==> src/rtl/note_duration_tracker.sv <==
// Five-voice MIDI note tracker: allocates voices on note-on, measures how long
// each note is held in clk_in cycles, and reports releases and allocation overflow.
module note_duration_tracker #(
    parameter bit         CHANNEL_FILTER_EN = 1'b0,
    parameter logic [3:0] CHANNEL           = 4'd0
) (
    input  logic             clk_in,
    input  logic             rst_in,
    input  logic             msg_valid_in,
    input  logic [7:0]       msg_status_in,
    input  logic [7:0]       msg_data1_in,
    input  logic [7:0]       msg_data2_in,
    output logic [4:0][7:0]  notes_out,
    output logic [4:0][31:0] durations_out,
    output logic [4:0]       voice_active_out,
    output logic [4:0]       done_out,
    output logic             overflow_out
);

    localparam int          NUM_VOICES = 5;
    localparam logic [31:0] DUR_MAX    = 32'hFFFF_FFFF;
    localparam logic [7:0]  NO_NOTE    = 8'hFF;

    typedef enum logic {
        IDLE = 1'b0,
        HELD = 1'b1
    } voice_state_t;

    voice_state_t state_q [NUM_VOICES];

    // Pitch class in the upper nibble, octave in the lower; repeated subtraction
    // keeps this a small comparator chain instead of a general divider.
    function automatic logic [7:0] encode_note(input logic [6:0] num);
        logic [6:0] rem;
        logic [3:0] oct;
        rem = num;
        oct = 4'd0;
        for (int k = 0; k < 10; k++) begin
            if (rem >= 7'd12) begin
                rem = rem - 7'd12;
                oct = oct + 4'd1;
            end
        end
        return {rem[3:0], oct};
    endfunction

    logic       unused_data1_msb;
    logic       accept;
    logic       is_note_on;
    logic       is_note_off;
    logic [7:0] enc_note;
    logic [4:0] free_vec;
    logic [4:0] match_vec;
    logic [2:0] free_idx;
    logic [2:0] match_idx;
    logic       any_free;
    logic       any_match;

    assign unused_data1_msb = msg_data1_in[7];

    // NOTE: every always_comb output gets a default first, so no path can infer a latch.
    always_comb begin
        accept      = msg_valid_in &&
                      (!CHANNEL_FILTER_EN || (msg_status_in[3:0] == CHANNEL));
        is_note_on  = accept && (msg_status_in[7:4] == 4'h9) && (msg_data2_in != 8'd0);
        is_note_off = accept && ((msg_status_in[7:4] == 4'h8) ||
                                 ((msg_status_in[7:4] == 4'h9) && (msg_data2_in == 8'd0)));
        enc_note    = encode_note(msg_data1_in[6:0]);

        free_vec  = '0;
        match_vec = '0;
        for (int i = 0; i < NUM_VOICES; i++) begin
            free_vec[i]  = (state_q[i] == IDLE);
            match_vec[i] = (state_q[i] == HELD) && (notes_out[i] == enc_note);
        end
        any_free  = |free_vec;
        any_match = |match_vec;

        // Scan downwards so the lowest set index is the one left standing.
        free_idx  = 3'd0;
        match_idx = 3'd0;
        for (int i = NUM_VOICES - 1; i >= 0; i--) begin
            if (free_vec[i])  free_idx  = 3'(i);
            if (match_vec[i]) match_idx = 3'(i);
        end
    end

    // NOTE: sequential state uses non-blocking assignments only; a later assignment
    // to the same element in this block overrides the earlier default increment.
    always_ff @(posedge clk_in) begin
        if (rst_in) begin
            // NOTE: the per-voice arrays are plain registers, so they are reset
            // explicitly; an unreset memory would leave notes_out undefined.
            for (int i = 0; i < NUM_VOICES; i++) begin
                state_q[i]       <= IDLE;
                notes_out[i]     <= NO_NOTE;
                durations_out[i] <= '0;
            end
            voice_active_out <= '0;
            done_out         <= '0;
            overflow_out     <= 1'b0;
        end else begin
            done_out     <= '0;
            overflow_out <= 1'b0;

            // Held voices count every cycle, including the release edge itself.
            for (int i = 0; i < NUM_VOICES; i++) begin
                if (state_q[i] == HELD && durations_out[i] != DUR_MAX) begin
                    durations_out[i] <= durations_out[i] + 32'd1;
                end
            end

            if (is_note_on && !any_match) begin
                if (any_free) begin
                    state_q[free_idx]          <= HELD;
                    notes_out[free_idx]        <= enc_note;
                    durations_out[free_idx]    <= '0;
                    voice_active_out[free_idx] <= 1'b1;
                end else begin
                    overflow_out <= 1'b1;
                end
            end else if (is_note_off && any_match) begin
                state_q[match_idx]          <= IDLE;
                voice_active_out[match_idx] <= 1'b0;
                done_out[match_idx]         <= 1'b1;
            end
        end
    end

endmodule

==> config.mk <==
export PLATFORM = sky130hd
export DESIGN_NAME = note_duration_tracker
export DESIGN_NICKNAME = d
export VERILOG_FILES = /design/src/rtl/note_duration_tracker.sv
export SDC_FILE = /design/constraint.sdc
export NUM_CORES = 1
export LEC_CHECK = 0
export BUFFER_PORTS_ARGS = -buffer_cell sky130_fd_sc_hd__buf_4
export CORE_AREA = 3 3 178 180
export CTS_CLUSTER_SIZE = 12
export DETAILED_ROUTE_END_ITERATION = 10
export DIE_AREA = 0 0 181 183
export PLACE_DENSITY = 0.66
export SLEW_MARGIN = 20
export SYNTH_ARGS = -nofsm -noshare
export SYNTH_HDL_FRONTEND = slang
export SYNTH_SLANG_ARGS = --single-unit
==> constraint.sdc <==
create_clock -name clk_in -period 33 [get_ports clk_in]
set_clock_uncertainty 0.15 [all_clocks]
set_input_delay 6.6 -clock clk_in [delete_from_list [all_inputs] [get_ports clk_in]]
set_output_delay 6.6 -clock clk_in [all_outputs]
set_load 0.02 [all_outputs]
### Word level (Yosys, flattened, before mapping)

Memory sizes are Yosys's and may differ from the RTL's.
Cells that the tools add are included.

| storage, ports and cells | value |
|---|---|
| word-level logic and storage cells | 179 |
| flip-flop bits (word level) | 211 |
| bits in writable memories | 5 |
| input bits | 27 |
| output and inout bits | 211 |
| memories kept | 1 |

| operators by class | value |
|---|---|
| equal/unequal tests | 13 |
| bitwise operators | 12 |
| mux-type cells | 71 |
| $add $sub $neg | 24 |
| order comparisons | 14 |
| reductions and logical operators | 31 |

Memory list:

| memory | words | bits a word | rd ports | clocked after Yosys merged registers in | write ports | RTL line | source |
|---|---|---|---|---|---|---|---|
| state_q | 5 | 1 | 5 | 0 | 5 | 29 | `voice_state_t state_q [NUM_VOICES];` |

Operator list:

| kind | number |
|---|---|
| 2-to-1 mux 32 bit | 11 |
| 2-to-1 mux 160 bit | 2 |
| adder 32 x 1 -> 32 bit (second input constant) | 5 |
| AND 160 bit | 1 |
| != test 32 bit (second input constant) | 5 |
| inverter 160 bit | 1 |
| demux 32 bit (select 3 bit) | 1 |
| >= comparator 7 x 4 -> 1 bit (second input constant) | 10 |
| 2-to-1 mux 7 bit | 9 |
| subtractor 7 x 4 -> 7 bit (second input constant) | 9 |
| bitwise mux 40 bit | 1 |
| == test 8 bit | 5 |
| 2-to-1 mux 4 bit | 10 |
| adder 4 x 1 -> 4 bit (second input constant) | 9 |
| 2-to-1 mux 3 bit | 12 |
| demux 8 bit (select 3 bit) | 1 |
| logical AND 1 bit | 18 |
| 2-to-1 mux 1 bit | 18 |
| 2-to-1 mux 5 bit | 3 |
| OR reduction 5 bit | 2 |
| == test 4 bit (second input constant) | 2 |
| zero test 8 bit | 1 |
| < comparator 3 x 4 -> 1 bit (second input constant) | 2 |
| 2-to-1 mux 8 bit | 1 |
| 16 further kinds | 26 |

### Logic depth before layout (Yosys ltp)

| logic depth | value |
|---|---|
| depth in word-level cells | 35 |
| gate-level depth with buffers | 73 |
| gate-level depth less buffers | 63 |

### Worst setup path after synthesis

OpenSTA, ideal clock, no wires.

| timing path | value |
|---|---|
| kind | input to register |
| start | in msg_data1_in[2] |
| end | mem state_q[4] in the netlist's numbering (enable) |
| cell stages on the path | 69 |
| arrival time | 19650 ps |
| required time | 32540 ps |
| library setup time | 310 ps |
| path buffers | 7 |
| setup slack | 12890 ps |
| path through | ha_1 > buf_2 > or3b_4 > nand3_2 > xnor2_1 > inv_1 > ha_1 > or3b_1 > buf_2 > and2_1 > buf_2 > xnor2_1 > ha_1 > nand2_1 > and4_1 > buf_2 > mux2_4 > ha_1 > [... 33 more ...] > nor4_1 > o221ai_1 > nor2_2 > mux2_2 > ha_1 > nand2_1 > o311ai_1 > a31oi_1 > and3_4 > mux2_2 > buf_2 > xor2_1 > o2111ai_1 > or3_1 > clkbuf_1 > nand2_1 > or4_1 > a32oi_1 |

RTL lines:

| element | RTL line | source |
|---|---|---|
| start, declared | 11 | `input logic [7:0] msg_data1_in,` |
| end, declared | 29 |  |

==> flow_summary_export.csv <==
group,metric,value,unit
status,status,"complete, no violations",
synth,synthSimpleGateAreaFrac,27.3,%
timing,setup_viol,0,
timing,rsz0062_at_grt,"no",
clock_tree,cts_hold_buf,0,
drt,drc_errors,0,
synth,synth_top_family_by_area,"simple AND/OR/NAND/NOR gates",
clock_tree,clock-root-buffer,"clkbuf_16",
drt,routedWlPerCell,17.2,um
floorplanning,core_region_area,30300,um2
drt,wl_met1,18.1,mm
drt,first_iter_violations,1186,
worst_setup_path,critPathRequiredTime,33.07,ns
drt,viasPerCell,5.71,
worst_setup_path,worstPathArrival,23.29,ns
layout,fin_nets,1904,
layout,area_delta_synth_final,20.5,%
synth,yosys.area_share.adder,2.31,%
timing,fin_crit,23.22,ns
timing,fmax,0.0431,GHz
layout,drive_above_1_share,18.7,%
synth,ys.flop_type,"dfxtp_1",
place,gp_congestion,0.938,
synth,post_synth_mux_area_share,2.66,%
timing,worst_slew_pin_slew,1.12,ns
global_routing,grt_start_max_net_pins,54,
place,hpwlAfterDp,28.8,mm
run,max-cap-violations,0,
clock_tree,clk_latency,0.50,ns
drt,final_antenna_net_count,0,
synth,synth_seq_cells,216,
clock_tree,post-cts-setup-buffers,0,
global_routing,grt_util_all_layers,22.2,%
floorplanning,fp.dieH,183,um
worst_setup_path,path_class,"in -> reg",
place,preCtsSetupSlack,9.55,ns
worst_setup_path,slowest_delay,0.89,ns
drt,first_pass_iters,6,
timing,tns,0,ns
floorplanning,io_pins,238,
global_routing,grt_pass1_wl,62.6,mm
synth,syn_nets,1709,
synth,synth_cell_types,106,
clock_tree,cts.clk_slew.worst_paths,0.06,ns
floorplanning,die_area,33100,um2
global_routing,grt_pass1_vias,12075,
layout,final_common_cell,"nor2_1",
clock_tree,cts_made_buffers,24,
layout,n_antenna_cell,0,
synth,synth_edf_count,5,
drt,dr_wl_met3,2.96,mm
global_routing,grt_overflow,0,
synth,synthXorXnorAreaFrac,15.4,%
synth,ys_warn_count,0,
synth,syn_area,13500,um2
worst_setup_path,critPathLaunchType,"input pin",
floorplanning,fp.dieW,181,um
synth,synth_compound_area_share,16.3,%
layout,layout_common_cells,"253 x nor2_1, 243 x buf_4, 211 x dfxtp_1",
drt,highest_layer,"met4",
layout,fill_cells,2882,
synth,ys_seq_area_share,32.4,%
worst_setup_path,slowest_stage,"a2111oi_0",
global_routing,antenna_found_initial,0,
clock_tree,cts_tree,"built",
timing,max_slew_margin,25.4,%
clock_tree,cts.sinks,216,
timing,finalWorstSetupSlack,9.78,ns
drt,routed-wl-met2,16.9,mm
clock_tree,cts-resized-gates,0,
clock_tree,clk_path_buf_depth,3,
timing,post-route-period-util,70.4,%
synth,ys_async_sr_fraction,0,%
timing,hold_viol,0,
drt,wl,38.8,mm
min_path,hold_class,"reg -> reg",
worst_setup_path,crit_path_end_kind,"flip-flop",
worst_setup_path,path_max_fanout,15,
timing,slew_viol_final,0,
place,portBuffers,232,
clock_tree,htree_levels,1,
synth,avgSynthCellArea,8.15,um2
floorplanning,rows,64,
synth,synthCells,1658,
drt,num_vias,12910,
worst_setup_path,path_common_cell,"ha_1",
floorplanning,initial_core_util,44.5,%
[through the flow]
stage / util (%) / hold slack [ns] / cell area, um2 / cells
6_report: 53.6 / 0.349 / 16300 / 2262
5_1_grt: 53.6 / 0.384 / 16300 / 2262
4_1_cts: 53.6 / 0.346 / 16300 / 2262
3_5_place_dp: 51.1 / 0.334 / 15500 / 2223
3_3_place_gp: 51.1 / 0.319 / 15500 / 2223
2_1_floorplan: - / 0.404 / 13500 / 1658
[sequential cells by signal (all words and copies together) (netlist names)]
signal	count
state_q	5
voice_active_out	5
durations_out	160
done_out	5
overflow_out	1
notes_out	40
[synthesized netlist by cell type, types with 7 or more instances]
cell	instances	share of area [%]
a21o_1	12	0.67
nand4_1	43	2.0
o31ai_1	11	0.61
nor4_1	12	0.56
nand2_1	129	3.6
xor2_1	114	7.4
buf_2	27	1.0
mux2_2	17	1.4
nand3_1	119	4.4
o311ai_0	8	0.52
or4_1	7	0.39
a211oi_1	13	0.72
mux2i_1	11	0.82
xnor2_1	105	6.8
a21oi_1	42	1.6
dfxtp_1	211	31
a31oi_1	10	0.46
or3_1	11	0.51
o21ai_1	12	0.44
xnor3_1	7	1.2
and4_1	19	1.2
nor3b_1	8	0.44
ha_1	24	2.2
nor2_1	253	7.0
o21ai_0	51	1.9
o211ai_1	16	0.89
clkbuf_1	37	1.0
and2_1	18	0.83
inv_1	39	1.1
nor3_1	43	1.6
a211o_1	13	0.84
and3_1	42	1.9
nand2b_1	15	0.69
[cells by family (layout without fill, tap and decap cells)]
logic type	Yosys count	in the layout
AOI/OAI and AO/OA	292	292
xor gates and xnor gates	226	226
adders and majority gates	25	25
buffers and inverters	114	322
DFF	216	216
muxes	32	32
and+or+nand+nor	753	753
[worst paths after layout]
path                                    start                                to  slack [ns]  depth (start not counted)
min          voice_active_out[0]$_SDFFE_PP0P_  voice_active_out[0]$_SDFFE_PP0P_        0.35                          2
min reg2reg  voice_active_out[0]$_SDFFE_PP0P_  voice_active_out[0]$_SDFFE_PP0P_        0.35                          2
max                           msg_data1_in[2]          state_q[2]$_SDFFCE_PN0P_        9.78                         63
max reg2reg         notes_out[0]$_SDFFE_PP1P_          state_q[2]$_SDFFCE_PN0P_       28.91                          9
[area by class of cell]
class                           count  area (um2)  area share [%]
Clock buffer                       33         686            4.21
Timing Repair Buffer              243        1820            11.2
Inverter                           40         150           0.923
Tap cell                          396         495            3.04
Multi-Input combinational cell   1328        8680            53.3
Clock inverter                      6        62.6           0.384
Sequential cell                   216        4370            26.9
[routing by layer]
metal,track usage [%],vias to the layer above
met1,31.5,6097
met3,4.32,59
met5,0,-
met4,5.24,0
li1,-,6314
met2,35.2,440
[critical path: cells and delay by family]
kind	cells	cell delay, ns
and+or+nand+nor	25	6.70
AOI/OAI and AO/OA	14	4.03
buffers and inverters	7	0.80
xor gates and xnor gates	5	1.32
muxes	2	0.74
adders and majority gates	10	3.02
Power is left out: the tool's default activity adds up to more than one toggle a clock period on the data nets, which glitch-free logic cannot reach.
